<file path="src/rtl/ffn_sched_pkg.sv">
// Shared state encoding and buffer-select codes for the FFN tile fetch scheduler.
package ffn_sched_pkg;

  typedef enum logic [2:0] {
    S_IDLE       = 3'd0,
    S_RST_ADDR   = 3'd1,
    S_ISSUE      = 3'd2,
    S_WAIT_FETCH = 3'd3,
    S_WAIT_BANK  = 3'd4,
    S_DRAIN      = 3'd5,
    S_DONE       = 3'd6
  } sched_state_e;

  localparam logic [3:0] BUF_ID_NONE    = 4'd0;
  localparam logic [3:0] BUF_ID_FFN_WBI = 4'd3;

  function automatic logic [1:0] bank_onehot(input logic bank);
    return bank ? 2'b10 : 2'b01;
  endfunction

endpackage

</file>
<file path="src/rtl/ffn_bank_tracker.sv">
// Per-bank "tile ready" flags: set by a completed fetch, cleared by the consumer.
module ffn_bank_tracker (
  input  logic       clk,
  input  logic       rst,
  input  logic [1:0] set_i,
  input  logic [1:0] release_i,
  output logic [1:0] full_o,
  output logic [1:0] full_after_rel_o,
  output logic       empty_rel_err_o
);

  logic [1:0] full_q;
  logic [1:0] full_d;

  // A release aimed at an empty bank is a no-op on the flags but is flagged;
  // a simultaneous set on that bank still lands.
  always_comb begin
    full_after_rel_o = full_q & ~release_i;
    full_d           = full_after_rel_o | set_i;
    empty_rel_err_o  = |(release_i & ~full_q);
  end

  always_ff @(posedge clk) begin
    if (rst) begin
      full_q <= 2'b00;
    end else begin
      full_q <= full_d;
    end
  end

  assign full_o = full_q;

endmodule

</file>
<file path="src/rtl/ffn_tile_fetch_scheduler.sv">
// Issues one tile fetch at a time into a ping-pong bank pair and tracks which
// banks hold tiles still waiting for the compute array.
module ffn_tile_fetch_scheduler
  import ffn_sched_pkg::*;
#(
  parameter int unsigned              BUF_SEL_WIDTH  = 4,
  parameter logic [BUF_SEL_WIDTH-1:0] BUFFER_ID      = BUF_SEL_WIDTH'(BUF_ID_FFN_WBI),
  parameter int unsigned              TILE_CNT_WIDTH = 8
) (
  input  logic                      clk,
  input  logic                      rst,
  input  logic                      job_start,
  input  logic [TILE_CNT_WIDTH-1:0] job_num_tiles,
  input  logic                      db_en,
  output logic                      job_busy,
  output logic                      job_done,
  output logic                      start_fetch,
  output logic                      reset_addr_counter,
  output logic [BUF_SEL_WIDTH-1:0]  Buffer_Select,
  output logic                      Tiles_Control,
  output logic                      Double_buffering,
  input  logic                      fetch_done,
  input  logic                      fetch_busy,
  output logic [1:0]                bank_full,
  input  logic [1:0]                bank_release,
  output logic [TILE_CNT_WIDTH-1:0] tile_idx,
  output logic                      protocol_err
);

  sched_state_e              state_q, state_d;
  logic [TILE_CNT_WIDTH-1:0] tile_idx_q, tile_idx_d;
  logic [TILE_CNT_WIDTH-1:0] num_tiles_q, num_tiles_d;
  logic                      fill_bank_q, fill_bank_d;
  logic                      db_en_q, db_en_d;
  logic                      err_q, err_d;
  logic [1:0]                bank_set_s;
  logic [1:0]                full_after_rel_s;
  logic                      empty_rel_err_s;
  logic                      last_tile_s;

  ffn_bank_tracker u_bank_tracker (
    .clk              (clk),
    .rst              (rst),
    .set_i            (bank_set_s),
    .release_i        (bank_release),
    .full_o           (bank_full),
    .full_after_rel_o (full_after_rel_s),
    .empty_rel_err_o  (empty_rel_err_s)
  );

  always_ff @(posedge clk) begin
    if (rst) begin
      state_q     <= S_IDLE;
      tile_idx_q  <= '0;
      num_tiles_q <= '0;
      fill_bank_q <= 1'b0;
      db_en_q     <= 1'b0;
      err_q       <= 1'b0;
    end else begin
      state_q     <= state_d;
      tile_idx_q  <= tile_idx_d;
      num_tiles_q <= num_tiles_d;
      fill_bank_q <= fill_bank_d;
      db_en_q     <= db_en_d;
      err_q       <= err_d;
    end
  end

  assign last_tile_s = (tile_idx_q == (num_tiles_q - TILE_CNT_WIDTH'(1)));

  always_comb begin
    state_d     = state_q;
    tile_idx_d  = tile_idx_q;
    num_tiles_d = num_tiles_q;
    fill_bank_d = fill_bank_q;
    db_en_d     = db_en_q;
    bank_set_s  = 2'b00;
    err_d       = err_q | empty_rel_err_s | (fetch_done & (state_q != S_WAIT_FETCH));
    case (state_q)
      S_IDLE: begin
        if (job_start) begin
          num_tiles_d = job_num_tiles;
          db_en_d     = db_en;
          if (job_num_tiles != '0) begin
            state_d     = S_RST_ADDR;
            tile_idx_d  = '0;
            fill_bank_d = 1'b0;
          end else begin
            state_d = S_DONE;
          end
        end else begin
          state_d = S_IDLE;
        end
      end
      S_RST_ADDR: state_d = S_WAIT_BANK;
      S_WAIT_BANK: begin
        if (!full_after_rel_s[fill_bank_q]) begin
          state_d = S_ISSUE;
        end else begin
          state_d = S_WAIT_BANK;
        end
      end
      S_ISSUE: begin
        if (!fetch_busy) begin
          state_d = S_WAIT_FETCH;
        end else begin
          state_d = S_ISSUE;
        end
      end
      S_WAIT_FETCH: begin
        if (fetch_done) begin
          bank_set_s = bank_onehot(fill_bank_q);
          if (last_tile_s) begin
            state_d = S_DRAIN;
          end else begin
            tile_idx_d  = tile_idx_q + TILE_CNT_WIDTH'(1);
            fill_bank_d = db_en_q ? ~fill_bank_q : 1'b0;
            state_d     = S_WAIT_BANK;
          end
        end else begin
          state_d = S_WAIT_FETCH;
        end
      end
      S_DRAIN: begin
        if (full_after_rel_s == 2'b00) begin
          state_d = S_DONE;
        end else begin
          state_d = S_DRAIN;
        end
      end
      S_DONE:  state_d = S_IDLE;
      default: state_d = S_IDLE;
    endcase
  end

  // start_fetch is additionally gated so it can never coincide with a busy fetch engine.
  always_comb begin
    job_busy           = (state_q != S_IDLE);
    job_done           = (state_q == S_DONE);
    reset_addr_counter = (state_q == S_RST_ADDR);
    start_fetch        = (state_q == S_ISSUE) & ~fetch_busy;
    Buffer_Select      = job_busy ? BUFFER_ID : '0;
    Tiles_Control      = fill_bank_q;
    Double_buffering   = db_en_q;
    tile_idx           = tile_idx_q;
    protocol_err       = err_q;
  end

endmodule

</file>
<file path="config.mk">
export PLATFORM = sky130hd
export DESIGN_NAME = ffn_tile_fetch_scheduler
export DESIGN_NICKNAME = d
export VERILOG_FILES = /design/src/rtl/ffn_sched_pkg.sv /design/src/rtl/ffn_bank_tracker.sv /design/src/rtl/ffn_tile_fetch_scheduler.sv
export SDC_FILE = /design/constraint.sdc
export NUM_CORES = 1
export LEC_CHECK = 0
export CAP_MARGIN = 10
export CORE_ASPECT_RATIO = 2
export CORE_UTILIZATION = 25
export DETAILED_ROUTE_END_ITERATION = 16
export PLACE_DENSITY = 0.47
export SYNTH_ARGS = -nofsm -noshare
export SYNTH_HDL_FRONTEND = slang
export SYNTH_SLANG_ARGS = --single-unit
</file>
<file path="constraint.sdc">
create_clock -name clk -period 4.3 [get_ports clk]
set_input_delay 1.29 -clock clk [delete_from_list [all_inputs] [get_ports clk]]
set_output_delay 1.29 -clock clk [all_outputs]
set_load 0.03 [all_outputs]
</file>
Word-level counts from Yosys, hierarchy flattened
Index checks and enable logic that the tools add are counted.

storage, ports and cells
  register bits after elaboration = 24
  output and inout port bits = 21

cells by class
  $add $sub $neg = 2
  magnitude comparators = 1
  equal/unequal tests = 12
  muxes and demuxes = 25
  bitwise logic cells = 11
  reductions and logical operators = 8

operator list
  cell                   count
  $mux W8                4
  $pmux W3 S6            1
  $pmux W8 S2            1
  $mux W3                4
  $mux W2                5
  $eq A3 B3 Y1 const B   3
  $mux W1                9
  $add A8 B1 Y8 const B  1
  $eq A8 B8 Y1           1
  $ne A2 B2 Y1 const B   4
  $reduce_bool A8 Y1     1
  $sub A8 B1 Y8 const B  1
  $eq A3 B2 Y1 const B   2
  $reduce_and A5 Y1      1
  $and A2 B2 Y2          2
  $not A2 Y2             2
  $eq A3 B1 Y1 const B   1
  $logic_not A3 Y1       1
  $ne A3 B2 Y1 const B   1
  $reduce_bool A3 Y1     1
  $and A1 B1 Y1          2
  $logic_not A2 Y1       1
  $lt A1 B2 Y1 const B   1
  $not A1 Y1             2
  other kinds (6)        7

Depth between registers and ports, before layout
Gate-level depths: netlist (run 1).

  depth in word-level cells = 6
  depth in mapped cells = 10

By module
A second synthesis (run 1) with hierarchy kept.

second synthesis, totals
  cell total of the unflattened synthesis = 193
  area, all modules = 1,496.4 um^2

modules (own cells, without submodules)
  module                    instances  cells an instance  area each (um^2)  seq. area each (um^2)
  ffn_tile_fetch_scheduler  1          184                1,395.1           440.4
  ffn_bank_tracker          1          9                  101.3             40.0

Worst setup path after synthesis (run 1)
No wires, ideal clock.

  path type = input -> output
  from = input fetch_busy
  to = output start_fetch
  arrival time = 2.258 ns
  data required time = 3.010 ns
  path slack = 0.752 ns
  stages on the path = 1
  buffers on the path = 0
  cell sequence = nor4_1

on the way
  cells in the longest elaborated chain, start to end = 2

ends and longest elaborated chain
  item           RTL line                         text
  from (decl)    ffn_tile_fetch_scheduler.sv:23   input logic fetch_busy,
  $not A1 Y1     ffn_tile_fetch_scheduler.sv:141  start_fetch = (state_q == S_ISSUE) & ~fetch_busy;
  $and A1 B1 Y1  ffn_tile_fetch_scheduler.sv:141
  to (decl)      ffn_tile_fetch_scheduler.sv:17   output logic start_fetch,

No other way between the ends.

Worst setup path in the final report (run 1)
Same ends and word-level chain as after synthesis.

==> results of run 1 <==
[state kept, by name (all words and copies together) (netlist names)]
name,count
num_tiles_q,8
tile_idx,8
state_q,3
u_bank_tracker.full_o,2
Double_buffering,1
Tiles_Control,1
protocol_err,1
[worst register-to-register path, cell delays in order (launching register included)]
cell	delay (ns)
dfxtp_1	0.46
inv_1	0.08
ha_1	0.29
o21bai_1	0.19
a211oi_1	0.24
o21bai_1	0.14
a211oi_4	0.61
o311ai_0	0.22
o41ai_1	0.10
[power by group]
group          switching (mW)  internal, mW  total [mW]
clock                  0.0823         0.142       0.225
combinational          0.0715        0.0613       0.133
sequential             0.0165         0.231       0.248
total                   0.170         0.435       0.605
[Yosys cell counts (2+ instances only)]
| cell | count | area share, % |
|---|---|---|
| nand2_1 | 33 | 8.3 |
| dfxtp_1 | 24 | 32 |
| a21oi_1 | 20 | 6.7 |
| inv_1 | 9 | 2.3 |
| nor2_1 | 8 | 2.0 |
| xnor2_1 | 8 | 4.7 |
| nand2b_1 | 6 | 2.5 |
| clkbuf_1 | 5 | 1.3 |
| nand4_1 | 5 | 2.1 |
| nor4_1 | 5 | 2.1 |
| o21ai_0 | 5 | 1.7 |
| buf_4 | 4 | 2.0 |
| nand3_1 | 4 | 1.3 |
| nor3_1 | 4 | 1.3 |
| xor2_1 | 4 | 2.3 |
| buf_2 | 3 | 1.0 |
| nor2b_1 | 3 | 1.3 |
| o21bai_1 | 3 | 1.5 |
| o311ai_0 | 3 | 1.8 |
| a221oi_1 | 2 | 1.2 |
| and2_1 | 2 | 0.84 |
| ha_1 | 2 | 1.7 |
| mux2i_1 | 2 | 1.3 |
| nor3b_1 | 2 | 1.0 |
| o32ai_1 | 2 | 1.2 |
| or3_1 | 2 | 0.84 |
| or4b_2 | 2 | 1.3 |
[worst min-delay path by stage]
stage | slack [ns] | to | start
4_1_cts | 0.50 | num_tiles_q[7] | num_tiles_q[7]
5_1_grt | 0.51 | num_tiles_q[7] | num_tiles_q[7]
2_1_floorplan | 0.45 | num_tiles_q[7] | num_tiles_q[7]
6_report | 0.49 | num_tiles_q[7] | num_tiles_q[7]
3_5_place_dp | 0.49 | num_tiles_q[7] | num_tiles_q[7]
3_3_place_gp | 0.48 | num_tiles_q[7] | num_tiles_q[7]
[cell families after synthesis]
kind of cell             synth area share [%]
buffers and inverters                    8.22
AO/OA/AOI/OAI                            19.6
adder cells (fa/ha/maj)                  1.68
AND/OR/NAND/NOR                          29.6
multiplexers                             1.34
XOR/XNOR                                 7.05
flip-flops                               32.2
other                                   0.251
[layer usage]
metal / routed length, um / global-route usage (%) / part of all wire (%) / up-vias
met5: 0 / 0 / 0 / -
met4: 57 / 4.39 / 1.4 / 0
met3: 96 / 1.05 / 2.4 / 4
met2: 2370 / 26.1 / 58 / 26
met1: 1540 / 14.4 / 38 / 664
li1: - / - / - / 723
[metrics by stage]
step,std cells,utilization (%),instance area (um^2),hold WS [ns],setup WS (ns)
3_3_place_gp,276,32.3,1850,0.477,0.346
3_5_place_dp,276,32.3,1850,0.489,0.336
6_report,280,33.9,1930,0.495,0.324
5_1_grt,280,33.9,1930,0.511,0.191
2_1_floorplan,192,-,1500,0.448,0.752
4_1_cts,280,33.9,1930,0.498,0.314
[layout make-up]
type	count	area, um^2	area share (%)
Clock buffer	4	88.8	4.59
Tap cell	61	76.3	3.95
Inverter	9	33.8	1.75
Timing Repair Buffer	37	363	18.8
Sequential cell	24	480	24.8
Multi-Input combinational cell	145	892	46.1
==> impl_metrics.tcl, run 1 <==
set metrics [dict create \
    startpoint_type "primary input" \
    final.min_clock_period_ns 3.98 \
    p_leak_nw 0.679 \
    slew_violations 0 \
    final_cell_mix "clkdlybuf4s50_1, nand2_1, dfxtp_1" \
    clock_sinks 24 \
    synthFlopType "dfxtp_1" \
    fp.coreArea_um2 5710 \
    overflow 0 \
    status "finished clean" \
    synth_area_um2 1490 \
    cp_max_fo 2 \
    ys_types 46 \
    cts_buffer_depth 2 \
    power_density_nw_per_um2 313 \
    cts_hold_buffers 0 \
    rows 39 \
    crit_type "primary input to output pin" \
    ys_warn_count 0 \
    rsz0062_at_grt "false" \
    reg2regPathDepth 8 \
    hpwl_mm 3.14 \
    grt_pass1_vias 1351 \
    n_antenna_cell 0 \
    power_mw 0.605 \
    start_util_pct 26.1 \
    slowest_stage "clkdlybuf4s50_1" \
    die_area_um2 6300 \
    ff2ff_setup_slack_ns 1.88 \
    drive_gt1_share_pct 6.39 \
    cp.arrival_ns 2.69 \
    hold_viol_final 0 \
    drc 0 \
    num_vias 1417 \
    crit_end "start_fetch" \
    globalplace.congestion 0.773 \
    synthArstFlopShare_pct 0 \
    timing.rr.end "tile_idx[3]" \
    ys_seq_area_share_pct 32.2 \
    tns_ns 0 \
    wire_per_inst_um 14.5 \
    grt_pass1_wl_mm 6.70 \
    ant_nets 0 \
    root_buffer "clkbuf_16" \
    antenna_found_initial 0 \
    postCtsSetupBuffers 0 \
    crit_cells 3 \
    synth_edf_count 0 \
    fmax_ghz 0.252 \
    peakVddDrop_mv 0.186 \
    crit_family "buffers and inverters" \
    mostFrequentLayoutCell "clkdlybuf4s50_1" \
    post_cts_resized 0 \
    path_cells "clkdlybuf4s50_1 -> nor4_1 -> clkdlybuf4s50_1" \
    setup_viol 0 \
    synth-seq-cells 24 \
    postSynthCellCount 191 \
    clock_skew_ns 0.00298 \
    htreeDepth 1 \
    io_buffers 34 \
    end_kind "output pin" \
    startpoint "fetch_busy" \
    tightest_slew_ns 0.662 \
    slew_headroom_pct 55.7 \
    totalWireLength_mm 4.06 \
    syn_to_final_growth_pct 29.7 \
    slowest_delay_ns 0.74 \
    num_io_pins 37 \
    routed_via_density 5.06 \
    clock_latency_ns 0.26 \
    drt_iter0_drc 12 \
    path_common_cell "clkdlybuf4s50_1" \
    postSynthAreaPerCell_um2 7.81 \
    fin_nets 238 \
    cts.clk_slew.worst_paths_ns 0.06 \
    worstReg2RegStart "num_tiles_q[0]" \
    die_w_um 56.6 \
    max_cap_viol_count 0 \
    cts_inserted_buffers 3 \
    critical_path_buf_inv_count 2 \
    tritoncts "yes" \
    whs_path_depth 2 \
    hold_class "flip-flop to flip-flop" \
    finalCritPeriodShare_pct 92.5 \
    grt_max_degree 17 \
    drt-pass1-iter-count 4 \
    num-fill-cells 626 \
    grt_usage_pct 13.4 \
    die_h_um 111 \
    required_ns 3.01 \
]
Note: power is estimated with default switching activity, not from simulation.
==> inputs of run 2 (changes only) <==
Settings changed: SKIP_LAST_GASP from default to 1, SYNTH_HIERARCHICAL from default to 1.
==> impl_metrics.tcl, run 2 <==
set metrics [dict create \
    synth_top_area_share_pct 32.1 \
    num-fill-cells 632 \
    cts_hold_buffers 0 \
    fp.coreArea_um2 5760 \
    synth_top_family_by_area "simple AND/OR/NAND/NOR gates" \
    num_vias 1422 \
    setup_viol 0 \
    synth.most_common_cell "nand2_1" \
    wire_per_inst_um 14.5 \
    htreeDepth 1 \
    synth_top_area_cell "dfxtp_1" \
    grt_pass1_vias 1338 \
    synth_mux_area_share_pct 0.753 \
    grt_max_degree 20 \
    netlist_top_cells_count "nand2_1, dfxtp_1, a21oi_1, nor2_1, o21ai_0" \
    synthFlopType "dfxtp_1" \
    cp.arrival_ns 2.57 \
    synth.area.top_cells "dfxtp_1, a21oi_1, nand2_1, o21ai_0, nor2_1" \
    status "complete, but fails checks" \
    drc 4 \
    die_area_um2 6320 \
    antenna_found_initial 0 \
    end_kind "output pin" \
    postCtsSetupBuffers 0 \
    hpwl_mm 3.21 \
    multi_input_area_um2 906 \
    ant_nets 0 \
    final_cell_mix "clkdlybuf4s50_1, nand2_1, dfxtp_1" \
    failed_checks "design-rule violations" \
    ff2ff_setup_slack_ns 1.48 \
    power_density_nw_per_um2 313 \
    globalplace.congestion 0.761 \
    synth_edf_count 0 \
    fin_nets 238 \
    ys_seq_area_share_pct 32.1 \
    peakVddDrop_mv 0.125 \
    io_buffers 34 \
    drive_gt1_share_pct 8.72 \
    synth_xor_area_share_pct 3.51 \
    drt-pass1-iter-count 10 \
    cp_max_fo 2 \
    cts_buffer_depth 2 \
    post_cts_resized 0 \
    slew_headroom_pct 53.8 \
    cts_inserted_buffers 3 \
    synth_simple_gate_area_share_pct 33.0 \
    tritoncts "yes" \
    overflow 0 \
    synth_area_um2 1500 \
    routed_via_density 5.10 \
    start_util_pct 26.0 \
    root_buffer "clkbuf_16" \
    tns_ns 0 \
    final.min_clock_period_ns 3.86 \
    postSynthAreaPerCell_um2 7.75 \
    synthAdderAreaFrac_pct 1.67 \
    rows 39 \
    mostFrequentLayoutCell "clkdlybuf4s50_1" \
    finalCritPeriodShare_pct 89.7 \
    required_ns 3.01 \
    totalWireLength_mm 4.06 \
    clock_sinks 24 \
    rsz0062_at_grt "false" \
    synth-seq-cells 24 \
    grt_usage_pct 13.0 \
    hold_class "flip-flop to flip-flop" \
    crit_type "primary input to output pin" \
    fmax_ghz 0.259 \
    p_leak_nw 0.668 \
    synth_compound_area_share_pct 21.1 \
    syn_to_final_growth_pct 27.5 \
    die_w_um 56.7 \
    grt_pass1_wl_mm 6.44 \
    drt_iter0_drc 12 \
    cts.clk_slew.worst_paths_ns 0.06 \
    n_antenna_cell 0 \
    ys_warn_count 6 \
    clock_skew_ns 0.00294 \
    die_h_um 111 \
    ys_types 49 \
    postSynthCellCount 193 \
    clock_latency_ns 0.25 \
    max_cap_viol_count 0 \
    hold_viol_final 0 \
    synthArstFlopShare_pct 0 \
    startpoint_type "primary input" \
    utilization_pct 33.1 \
    area.sequential_um2 480 \
    tightest_slew_ns 0.687 \
    slew_violations 0 \
    num_io_pins 37 \
]
run 2: changes by cell type after synthesis, sizes merged, moves of 4 or more:
cell / delta
nand2: -8
xnor2: -6
nand3b: +5
nor2: +5
o21ai: +5
or3: +5
nand2b: -4
run 2: critical path: stages:
cell and delay (ns):
clkdlybuf4s50_1 0.41, nor3_1 0.17, clkdlybuf4s50_1 0.70
run 2: kinds of logic (layout without fill, tap and decap cells):
| group | after synthesis | in the layout |
|---|---|---|
| mux | 1 | 1 |
| compound gates | 51 | 51 |
| simple gates | 88 | 88 |
| xor+xnor | 6 | 6 |
| buf+inv | 20 | 44 |
| flops | 24 | 24 |
| other cells | 1 | 2 |
| fa+ha+maj | 2 | 2 |
run 2: cell type report:
| type | instances | area share, % |
|---|---|---|
| multi-input cells | 150 | 47.5 |
| flip-flops and latches | 24 | 25.2 |
| repair buffers | 35 | 18.2 |
| well taps | 61 | 4.00 |
| clock buffers | 3 | 3.93 |
| inverters | 6 | 1.18 |
run 2: layer usage:
| layer | track usage, % | share of wire [%] |
|---|---|---|
| met5 | 0 | 0 |
| met4 | 5.33 | 1.0 |
| met3 | 1.39 | 2.3 |
| met2 | 26.0 | 59 |
| met1 | 12.8 | 38 |
run 2: path summary, 6_finish.rpt:
path / cells past startpoint / start / end
max: 3 / fetch_busy / start_fetch
min: 2 / num_tiles_q[7] / num_tiles_q[7]
max reg2reg: 9 / num_tiles_q[0] / tile_idx[3]
min reg2reg: 2 / num_tiles_q[7] / num_tiles_q[7]
run 2: power by group:
part | switching (mW) | internal [mW] | leakage [nW]
clock | 0.0762 | 0.123 | 0.0370
combinational | 0.0789 | 0.0652 | 0.436
sequential | 0.0199 | 0.233 | 0.195
run 2: per-stage QoR:
step | total power, mW | area, um^2 | instances | hold slack (ns) | setup slack [ns]
floorplan | 0.361 | 1500 | 194 | 0.448 | 1.04
global placement | 0.404 | 1830 | 276 | 0.471 | 0.454
detailed placement | 0.404 | 1830 | 276 | 0.468 | 0.448
CTS | 0.603 | 1910 | 279 | 0.477 | 0.432
global route | 0.627 | 1910 | 279 | 0.510 | 0.365
finish | 0.596 | 1910 | 279 | 0.472 | 0.445
==> inputs of run 3 (changes only) <==
Settings changed: MAX_ROUTING_LAYER from default to met4.
==> impl_metrics.tcl, run 3 (synthesized netlist as in run 2, its figures left out) <==
set metrics [dict create \
    clock_skew_ns 0.00205 \
    slew_violations 0 \
    status "complete, but fails checks" \
    final.min_clock_period_ns 3.86 \
    grt_usage_pct 13.4 \
    hold_viol_final 0 \
    ff2ff_setup_slack_ns 1.48 \
    die_w_um 56.7 \
    area.sequential_um2 480 \
    clock_latency_ns 0.25 \
    failed_checks "design-rule violations" \
    mostFrequentLayoutCell "clkdlybuf4s50_1" \
    num-fill-cells 632 \
    power_density_nw_per_um2 312 \
    postCtsSetupBuffers 0 \
    grt_pass1_vias 1339 \
    layout.cells.non_filler 279 \
    cts.clk_slew.worst_paths_ns 0.06 \
    peakVddDrop_mv 0.125 \
    ant_nets 0 \
    drive_gt1_share_pct 8.72 \
    num_vias 1415 \
    place_inst 276 \
    antenna_found_initial 0 \
    rsz0062_at_grt "false" \
    finalCritPeriodShare_pct 89.7 \
    syn_to_final_growth_pct 27.5 \
    grt_max_degree 20 \
    max_cap_viol_count 0 \
    grt_pass1_wl_mm 6.44 \
    tns_ns 0 \
    p_leak_nw 0.668 \
    worstReg2RegStart "num_tiles_q[0]" \
    routed_via_density 5.07 \
    globalplace.congestion 0.771 \
    slew_headroom_pct 53.8 \
    cts_hold_buffers 0 \
    drt_iter0_drc 11 \
    totalWireLength_mm 4.05 \
    clock_sinks 24 \
    end_kind "output pin" \
    tightest_slew_ns 0.687 \
    startpoint_type "primary input" \
    fmax_ghz 0.259 \
    min_from "num_tiles_q[7]" \
    drc 4 \
    drt-pass1-iter-count 10 \
    tritoncts "yes" \
    setup_viol 0 \
    cp_max_fo 2 \
    num_io_pins 37 \
    fp.coreArea_um2 5760 \
    crit_type "primary input to output pin" \
    startpoint "fetch_busy" \
    overflow 0 \
    rows 39 \
    fin_nets 238 \
    n_antenna_cell 0 \
    root_buffer "clkbuf_16" \
    cts_inserted_buffers 3 \
    die_h_um 111 \
    final_cell_mix "clkdlybuf4s50_1, nand2_1, dfxtp_1" \
    required_ns 3.01 \
    cp.arrival_ns 2.57 \
    hold_class "flip-flop to flip-flop" \
    wire_per_inst_um 14.5 \
    cts_buffer_depth 2 \
    htreeDepth 1 \
    hpwl_mm 3.21 \
    die_area_um2 6320 \
    post_cts_resized 0 \
    io_buffers 34 \
    start_util_pct 26.0 \
    multi_input_area_um2 906 \
]
## run 3: cell counts in the layout (fill, tap and decap cells not counted)
No cell type changed its count.
## run 3: critical path: stages
cell and delay, ns:
clkdlybuf4s50_1 0.41, nor3_1 0.17, clkdlybuf4s50_1 0.70
## run 3: final cells by class
| cell class | instances | share of cell area, % |
|---|---|---|
| clock buffer | 3 | 3.93 |
| sequential | 24 | 25.2 |
| tap | 61 | 4.00 |
| multi-input combinational | 150 | 47.5 |
| timing repair buffer | 35 | 18.2 |
| inverter | 6 | 1.18 |
## run 3: final timing paths
path | cells past startpoint | end
max | 3 | start_fetch
min | 2 | num_tiles_q[7]
max reg2reg | 9 | tile_idx[3]
min reg2reg | 2 | num_tiles_q[7]
## run 3: per-stage QoR
step	setup WS (ns)	power [mW]	hold WS, ns	utilization [%]	area, um^2
after floorplan	1.04	0.361	0.448	-	1500
after global placement	0.454	0.404	0.471	31.8	1830
after detailed placement	0.448	0.404	0.468	31.8	1830
after CTS	0.432	0.603	0.477	33.1	1910
after global routing	0.365	0.628	0.510	33.1	1910
final	0.445	0.596	0.472	33.1	1910
## run 3: per-layer routing
| layer | vias up | share of wire (%) | track usage, % |
|---|---|---|---|
| met5 | - | 0 | - |
| met4 | 0 | 1.0 | 5.33 |
| met3 | 2 | 2.3 | 1.39 |
| met2 | 17 | 59 | 26.1 |
| met1 | 664 | 38 | 12.9 |
| li1 | 732 | - | - |
## run 3: power by group
group	internal (mW)	switching [mW]	leakage (nW)	total (mW)
Clock	0.123	0.0754	0.0370	0.198
Sequential	0.233	0.0199	0.195	0.253
Combinational	0.0652	0.0790	0.436	0.144
